**config.mk**
```make
export PLATFORM = sky130hd
export DESIGN_NAME = gf180mcu_cg_idle_ctrl
export DESIGN_NICKNAME = d
export VERILOG_FILES = /design/src/rtl/gf180mcu_cg_pkg.sv /design/src/rtl/gf180mcu_cg_satcnt.sv /design/src/rtl/gf180mcu_cg_idle_ctrl.sv
export SDC_FILE = /design/constraint.sdc
export NUM_CORES = 1
export LEC_CHECK = 0
export CAP_MARGIN = 20
export CORE_MARGIN = 3
export CORE_UTILIZATION = 51
export DETAILED_ROUTE_END_ITERATION = 16
export PLACE_DENSITY = 0.84
export SLEW_MARGIN = 20
export SYNTH_ARGS = -nofsm -noshare
export SYNTH_HDL_FRONTEND = slang
export SYNTH_SLANG_ARGS = --single-unit
```
**constraint.sdc**
```tcl
create_clock -name CLK -period 2.91 [get_ports CLK]
set_clock_uncertainty 0.2 [all_clocks]
set_input_delay 0.291 -clock CLK [delete_from_list [all_inputs] [get_ports CLK]]
set_output_delay 0.291 -clock CLK [all_outputs]
set_load 0.02 [all_outputs]
```
**src/rtl/gf180mcu_cg_pkg.sv**
```systemverilog
// gf180mcu_cg_pkg: shared types and helpers for the clock-gate idle controller
package gf180mcu_cg_pkg;
  typedef enum logic [1:0] {OFF = 2'd0, WAKE = 2'd1, ON = 2'd2, DRAIN = 2'd3} cg_state_e;
  localparam int WAKE_LAT_MIN = 1;
  function automatic logic [31:0] sat_inc(input logic [31:0] v, input logic [31:0] max);
    return v == max ? v : v + 32'd1;
  endfunction
endpackage

```
**src/rtl/gf180mcu_cg_satcnt.sv**
```systemverilog
// gf180mcu_cg_satcnt: saturating up-counter with synchronous clear
module gf180mcu_cg_satcnt import gf180mcu_cg_pkg::*; #(
  parameter int W = 16
) (
  input  logic         CLK,
  input  logic         RN,
  input  logic         clr,
  input  logic         inc,
  output logic [W-1:0] q
);
  always_ff @(posedge CLK)
    if (!RN || clr) q <= '0;
    else if (inc) q <= W'(sat_inc(32'(q), 32'({W{1'b1}})));
endmodule

```
**src/rtl/gf180mcu_cg_idle_ctrl.sv**
```systemverilog
// gf180mcu_cg_idle_ctrl: auto clock-gating controller driving an ICG enable
module gf180mcu_cg_idle_ctrl import gf180mcu_cg_pkg::*; #(
  parameter int NREQ     = 4,
  parameter int CNT_W    = 8,
  parameter int WAKE_LAT = 2,
  parameter int GCNT_W   = 16
) (
  input  logic              CLK,
  input  logic              RN,
  input  logic [NREQ-1:0]   REQ,
  input  logic              BUSY,
  input  logic              FORCE_ON,
  input  logic [CNT_W-1:0]  IDLE_CYC,
  input  logic              GCNT_CLR,
  output logic              E,
  output logic [NREQ-1:0]   ACK,
  output logic              CLK_ON,
  output logic [GCNT_W-1:0] GATE_CNT
);
  localparam int WL = WAKE_LAT < WAKE_LAT_MIN ? WAKE_LAT_MIN : WAKE_LAT;
  localparam int WW = $clog2(WL + 1);
  cg_state_e state, nxt;
  logic [WW-1:0] wcnt, wcnt_n;
  logic [CNT_W-1:0] icnt, icnt_n;
  logic wake;
  assign wake = |REQ | BUSY | FORCE_ON;
  always_comb begin
    nxt = state;
    wcnt_n = wcnt;
    icnt_n = icnt;
    case (state)
      OFF: if (wake) begin
        nxt = WAKE;
        wcnt_n = WW'(WL - 1);
      end
      WAKE: if (wcnt == '0) nxt = ON;
            else wcnt_n = wcnt - WW'(1);
      ON: if (!wake) begin
        nxt = IDLE_CYC == '0 ? OFF : DRAIN;
        icnt_n = IDLE_CYC - CNT_W'(1);
      end
      DRAIN: if (wake) nxt = ON;
             else if (icnt == '0) nxt = OFF;
             else icnt_n = icnt - CNT_W'(1);
      default: nxt = OFF;
    endcase
  end
  // E is registered from the next state so the ICG sees a clean flop output
  always_ff @(posedge CLK)
    if (!RN) begin
      state <= OFF;
      E <= 1'b0;
      wcnt <= '0;
      icnt <= '0;
    end else begin
      state <= nxt;
      E <= nxt != OFF;
      wcnt <= wcnt_n;
      icnt <= icnt_n;
    end
  assign ACK = REQ & {NREQ{state == ON}};
  assign CLK_ON = state == ON || state == DRAIN;
  gf180mcu_cg_satcnt #(.W(GCNT_W)) u_gcnt (
    .CLK (CLK),
    .RN  (RN),
    .clr (GCNT_CLR),
    .inc (state == OFF),
    .q   (GATE_CNT)
  );
endmodule
```
==> results of run 1 <==
## critical path, cell delays in order (launching register included)
cell and delay, ps:
dfxtp_1 320, buf_4 210, nor2b_1 260, and2_1 190
clkdlybuf4s50_1 610
## final cells by class
class	count	area, sq um
Sequential cell	29	581
Clock inverter	1	30.0
Multi-Input combinational cell	186	1220
Tap cell	46	57.6
Fill cell	275	1010
Timing Repair Buffer	44	425
Clock buffer	7	86.3
Inverter	6	22.5
## stage by stage
| stage | power, mW | area, sq um | worst slack (ps) | hold slack (ps) | instances |
|---|---|---|---|---|---|
| final | 1.08 | 2430 | 545 | 298 | 319 |
| after floorplan | 0.568 | 1880 | 668 | 219 | 233 |
| after CTS | 1.09 | 2430 | 549 | 303 | 319 |
| after detailed placement | 0.651 | 2310 | 384 | 292 | 311 |
| after global placement | 0.648 | 2310 | 473 | 282 | 311 |
| after global routing | 1.13 | 2430 | 492 | 326 | 319 |
## sequential cells by signal (all words and copies together), names as in the netlist
name / count
E: 1
icnt: 8
state: 2
u_gcnt.q: 16
wcnt: 2
## worst max path at each step
stage | from | endpoint | slack (ps) | cells after the start
after floorplan | state[0] | icnt[6] | 670 | 8
after global placement | REQ[0] | icnt[3] | 470 | 5
after detailed placement | REQ[0] | icnt[3] | 380 | 5
after CTS | state[1] | ACK[2] | 550 | 4
after global routing | state[1] | ACK[2] | 490 | 4
final | state[1] | ACK[2] | 550 | 4
## logic make-up (layout without fill, tap and decap cells)
group	after synthesis	count (layout)	synth area share
simple gates	104	104	0.330
compound gates	68	68	0.243
flops	29	29	0.310
buf+inv	18	58	0.0374
mux	11	11	0.0594
fa+ha+maj	3	3	0.0200
## where the power goes
part           switching (mW)  leakage, nW  total (mW)  internal (mW)
clock network           0.157       0.0585       0.436          0.279
registers              0.0101        0.235       0.420          0.410
logic                   0.127        0.517       0.228          0.102
## Yosys cell counts, drive strengths merged, types with 2 or more instances
library cell	count	area share
dfxtp	29	0.31
nand2	22	0.044
a21oi	18	0.048
o21ai	11	0.029
clkbuf	10	0.020
mux2i	10	0.053
nor4	10	0.043
nor2	9	0.018
o31ai	9	0.036
nand3	8	0.021
nand4	8	0.030
nor3	8	0.021
a211oi	6	0.024
inv	6	0.012
nand2b	6	0.020
and2	5	0.017
o31a	5	0.023
or3	5	0.017
or4	4	0.016
a21boi	3	0.012
and3	3	0.010
ha	3	0.020
nand3b	3	0.012
o2111ai	3	0.014
o211ai	3	0.012
a211o	2	0.0093
a221oi	2	0.0093
a31oi	2	0.0067
and4	2	0.0093
buf	2	0.0053
nand4b	2	0.0093
nor3b	2	0.0080
## metal layers
metal,global-route usage,part of all wire,vias to the layer above
li1,-,-,986
met4,0.0990,0.018,0
met1,0.285,0.44,906
met2,0.400,0.49,64
met3,0.0438,0.048,11
met5,0,0,-
==> results.md, run 1 <==
- Cts bufs inserted: 5
- Share of post-route cells with drive strength above 1: 0.0696
- Synth cell types: 46
- Crit Path Class: reg -> out
- Die width: 66.6 um
- Crit. End Element: output pin
- Pwr dens: 447 nW/um^2
- Row cnt: 21
- Lkg Pwr: between 0.8 and 0.9 nW
- CTS tree: built
- Core area: 3440 sq um
- Fmax achieved: ~0.42 GHz
- Post-Route Setup TNS: 0 ps
- Worst-path clk slew: 70 ps
- PortBufs: 38
- GRT Util Overall: 0.234
- Die area: 4440 sq um
- DRC: 0
- EDFF count, synth: 0
- Top FF cell, synth: dfxtp_1
- Initial Util: 0.545
- Routed via count: ~2000
- First-pass DRT Iterations: 4
- Antenna cell count: 0
- # setup viols final: 0
- I/O pins: 39
- Die height: 66.6 um
- CP required: 2420 ps
- R2r startpoint: state[1]
- First-pass GRT wire length: 8.15 mm
- HP Class: reg -> reg
- Hold path start: u_gcnt.q[13]
- RSZ-0062 raised after global routing: no
- Seq/Total Area, Yosys: 0.310
- Root Buffer: clkbuf_8
- Vias in the first global route: 1865
- Largest net degree at the start of global routing: 25
- Hold_buf cts: 0
- Hold Path Depth: 2
- WL/cell: 15.6 um
- Most frequent cells in the layout: clkdlybuf4s50_1 (38), dfxtp_1 (29), nand2_1 (22)
- Clk_lat worst skew: 290 ps
- Drt total wl: 4.99 mm
- Sink of the worst hold path: u_gcnt.q[13]
- Status: complete, no violations
- Critical path fanouts, max: 15
- Via/cell ratio: 6.17
- Fin util: 0.705
- Capturing point of the worst reg2reg path: icnt[3]
- Cells after Synth: 233
- Final worst path period share: 0.813
- Post-DP HPWL: 3.55 mm
- Most common cell after layout, fill and taps aside: clkdlybuf4s50_1
- Post-CTS sizing: 0
- Minimum clock period: 2360 ps
- Post-Syn Area: 1880 sq um
- Nets@finish: 292
- FFs w/ async S/R, synth: 0
- WP data arrival: roughly 1900 ps
- Final global-route overflow total: 0
- # clock sinks: 29
- Slew headroom: 0.513
- Peak supply drop: 0.293 mV
- Slew of the pin with the lowest slew margin: between 700 and 800 ps
- Placer Congestion: 0.948
- Flop2flop setup slack: 690 ps
- Maximum clock path buffer count: 2
- P&R area growth vs syn: 29.4%
- Syn. warnings: 0
- DRT iter0 DRCs: 226
- Worst Reg-to-Reg Cells: 5
- Hold Vio Cnt, Final: 0
- Pins Over Slew Limit: 0
- Post-CTS Setup Repair Bufs: 0
- Syn nets: between 200 and 300
- H-tree depth: 2
- Initial antenna violation count: 0
- Yosys reg bits: 29
- CP Launch Type: register
- Syn avg cell area: 8.05 sq um
- Max capacitance violation total: 0
- ANT nets after route: 0
No activity file was read; power rests on OpenSTA's default activity.
==> inputs of run 2 (changes only) <==
==> constraint.sdc (replaced) <==
create_clock -name CLK -period 2.45 [get_ports CLK]
set_clock_uncertainty 0.2 [all_clocks]
set_input_delay 0.245 -clock CLK [delete_from_list [all_inputs] [get_ports CLK]]
set_output_delay 0.245 -clock CLK [all_outputs]
set_load 0.02 [all_outputs]
==> run 2 against run 1 <==
Against the previous run:
- clock power is 9.6% lower
- critical endpoint unchanged
- critical path depth stayed put
- sequential power is 20% higher
- sequential share of layout area is 0.53 points lower
- combinational power is 23% higher
- core utilization is 1.6 points higher
- count of clock-buffer cells in the layout is 2 lower
- global-route usage is 1.9 points higher
- cell area is 2.3% higher
- via count is 3.4% higher
- wire length is 3.6% higher
- register-to-register slack worse by 530 ps
- highest routed layer unchanged
==> results.md, run 2 (same netlist as run 1, synthesis figures left out) <==
- Crit. End Element: output pin (unchanged)
- Hold Vio Cnt, Final: 0 (unchanged)
- Share of post-route cells with drive strength above 1: 0.113 (was 0.0696)
- Final worst path period share: 0.962
- Slowest stage delay, CP: 610 ps (about the same)
- Peak supply drop: 0.470 mV (was 0.293 mV)
- Final global-route overflow total: 0 (unchanged)
- Post-CTS Setup Repair Bufs: 0 (unchanged)
- Max reg flops: 16 (unchanged)
- Initial Util: 0.545 (unchanged)
- Placer Congestion: 0.937 (was 0.948)
- Maximum clock path buffer count: 2 (unchanged)
- DRT iter0 DRCs: 314 (was 226)
- Slowest CP cell: clkdlybuf4s50_1 (unchanged)
- Pre-CTS WS: 138 ps (was 384 ps)
- Routed via count: 2033 (was 1967)
- Fmax achieved: 0.424 GHz
- Largest net degree at the start of global routing: 25 (unchanged)
- Row cnt: 21 (unchanged)
- DRC: 0 (unchanged)
- WL/cell: 15.7 um (was 15.6 um)
- Core area: 3440 sq um (unchanged)
- First-pass DRT Iterations: 5 (was 4)
- Die height: 66.6 um (unchanged)
- Pwr Total: 1.18 mW (was 1.08 mW)
- Status: complete, no violations (unchanged)
- Pwr dens: 475 nW/um^2 (was 447 nW/um^2)
- Slew of the pin with the lowest slew margin: 477 ps (was 724 ps)
- Most common cell after layout, fill and taps aside: clkdlybuf4s50_1 (unchanged)
- First-pass GRT wire length: 8.60 mm (was 8.15 mm)
- # setup viols final: 0 (unchanged)
- PortBufs: 38 (unchanged)
- CP Launch Type: register (unchanged)
- Worst-path cell chain: buf_4 -> nor2b_2 -> and2_1 -> clkdlybuf4s50_1 (was buf_4 -> nor2b_1 -> and2_1 -> clkdlybuf4s50_1)
- Crit Path Class: reg -> out (unchanged)
- Vias in the first global route: 1905 (was 1865)
- Slew headroom: 0.679 (was 0.513)
- # clock sinks: 29 (unchanged)
- CTS tree: built (unchanged)
- Biggest register: u_gcnt.q (unchanged)
- Post-DP HPWL: 3.80 mm (was 3.55 mm)
- Max capacitance violation total: 0 (unchanged)
- GRT Util Overall: 0.253 (was 0.234)
- Worst-path clk slew: 60 ps (was 70 ps)
- Pins Over Slew Limit: 0 (unchanged)
- RSZ-0062 raised after global routing: no (unchanged)
- R2r startpoint: state[1] (unchanged)
- Buf+Inv Stages, Crit Path: 2 (unchanged)
- Drt total wl: 5.17 mm (was 4.99 mm)
- Die width: 66.6 um (unchanged)
- HP Class: reg -> reg (unchanged)
- Root Buffer: clkbuf_8 (unchanged)
- Via/cell ratio: 6.16 (was 6.17)
- Nets@finish: 303 (was 292)
- Start point of the critical path: state[1] (unchanged)
- Hold path start: wcnt[1] (was u_gcnt.q[13])
- Initial antenna violation count: 0 (unchanged)
- Top delay family on crit path: buffers and inverters (unchanged)
- Critical path fanouts, max: 7 (was 15)
- Fin util: 0.721 (was 0.705)
- Biggest registers after layout: u_gcnt.q (16), icnt (8) (unchanged)
- Die area: 4440 sq um (unchanged)
- WP data arrival: 1910 ps (was 1870 ps)
- CP required: 2010 ps (was 2420 ps)
- Hold_buf cts: 0 (unchanged)
- Setup ws final: 92.4 ps (was 545 ps)
- H-tree depth: 2 (unchanged)
- Cts bufs inserted: 5 (unchanged)
- Minimum clock period: 2360 ps
- ANT nets after route: 0 (unchanged)
- Clk_lat worst skew: 290 ps (about the same)
- I/O pins: 39 (unchanged)
- Most frequent cells in the layout: clkdlybuf4s50_1 (38), dfxtp_1 (29), nand2_1 (22) (unchanged)
- Lkg Pwr: 0.851 nW (was 0.811 nW)
- Antenna cell count: 0 (unchanged)
- Post-Route Setup TNS: 0 ps (unchanged)
- P&R area growth vs syn: 32.4% (was 29.4%)
## run 2: cell types whose count changed in the layout (fill, tap and decap cells not counted)
cell	change
bufinv_16	-1
nor2b_1	-1
buf_4	+11
clkbuf_1	-1
clkinv_2	+2
clkinvlp_4	+1
clkbuf_8	-1
nor2b_2	+1
## run 2: routing by layer
metal / vias up / wire [um] / global-route usage
met5: - / 0 / 0
met4: 0 / 82 / 0.0990
met3: 12 / 320 / 0.0556
met2: 78 / 2440 / 0.418
met1: 927 / 2320 / 0.318
li1: 1016 / - / -
## run 2: layout make-up
| type | instances | area [sq um] |
|---|---|---|
| multi-input combinational | 186 | 1230 |
| fill | 279 | 960 |
| sequential | 29 | 581 |
| timing repair buffer | 55 | 508 |
| clock buffer | 5 | 68.8 |
| tap | 46 | 57.6 |
| inverter | 6 | 22.5 |
| clock inverter | 3 | 17.5 |
## run 2: worst paths after layout
kind              cells past startpoint  slack, ps  endpoint
setup reg to reg                      7        160   icnt[6]
hold / removal                        2        300   wcnt[1]
setup / recovery                      4         90    ACK[2]
hold reg to reg                       2        300   wcnt[1]
## run 2: power breakdown
part	internal (mW)	leakage, nW	switching (mW)
Clock	0.195	0.0439	0.198
Sequential	0.487	0.235	0.0165
Combinational	0.133	0.572	0.148
## run 2: worst register-to-register path, cell delays in order, from the launching register on
cell	delay, ps
dfxtp_1	460
nand2_1	220
mux2i_1	250
ha_1	280
inv_1	160
o31a_1	300
a211oi_1	210
o31ai_1	100
## run 2: timing repair
action,in CTS,in global routing
setup endpoints to repair,0,4
endpoints found under the hold margin,0,0
resized for setup,0,1
## run 2: metrics by stage
step	cell area, sq um	instances	hold slack (ps)
floorplan	1880	233	173
global placement	2390	322	279
detailed placement	2390	322	291
CTS	2480	330	304
global route	2480	330	335
finish	2480	330	300
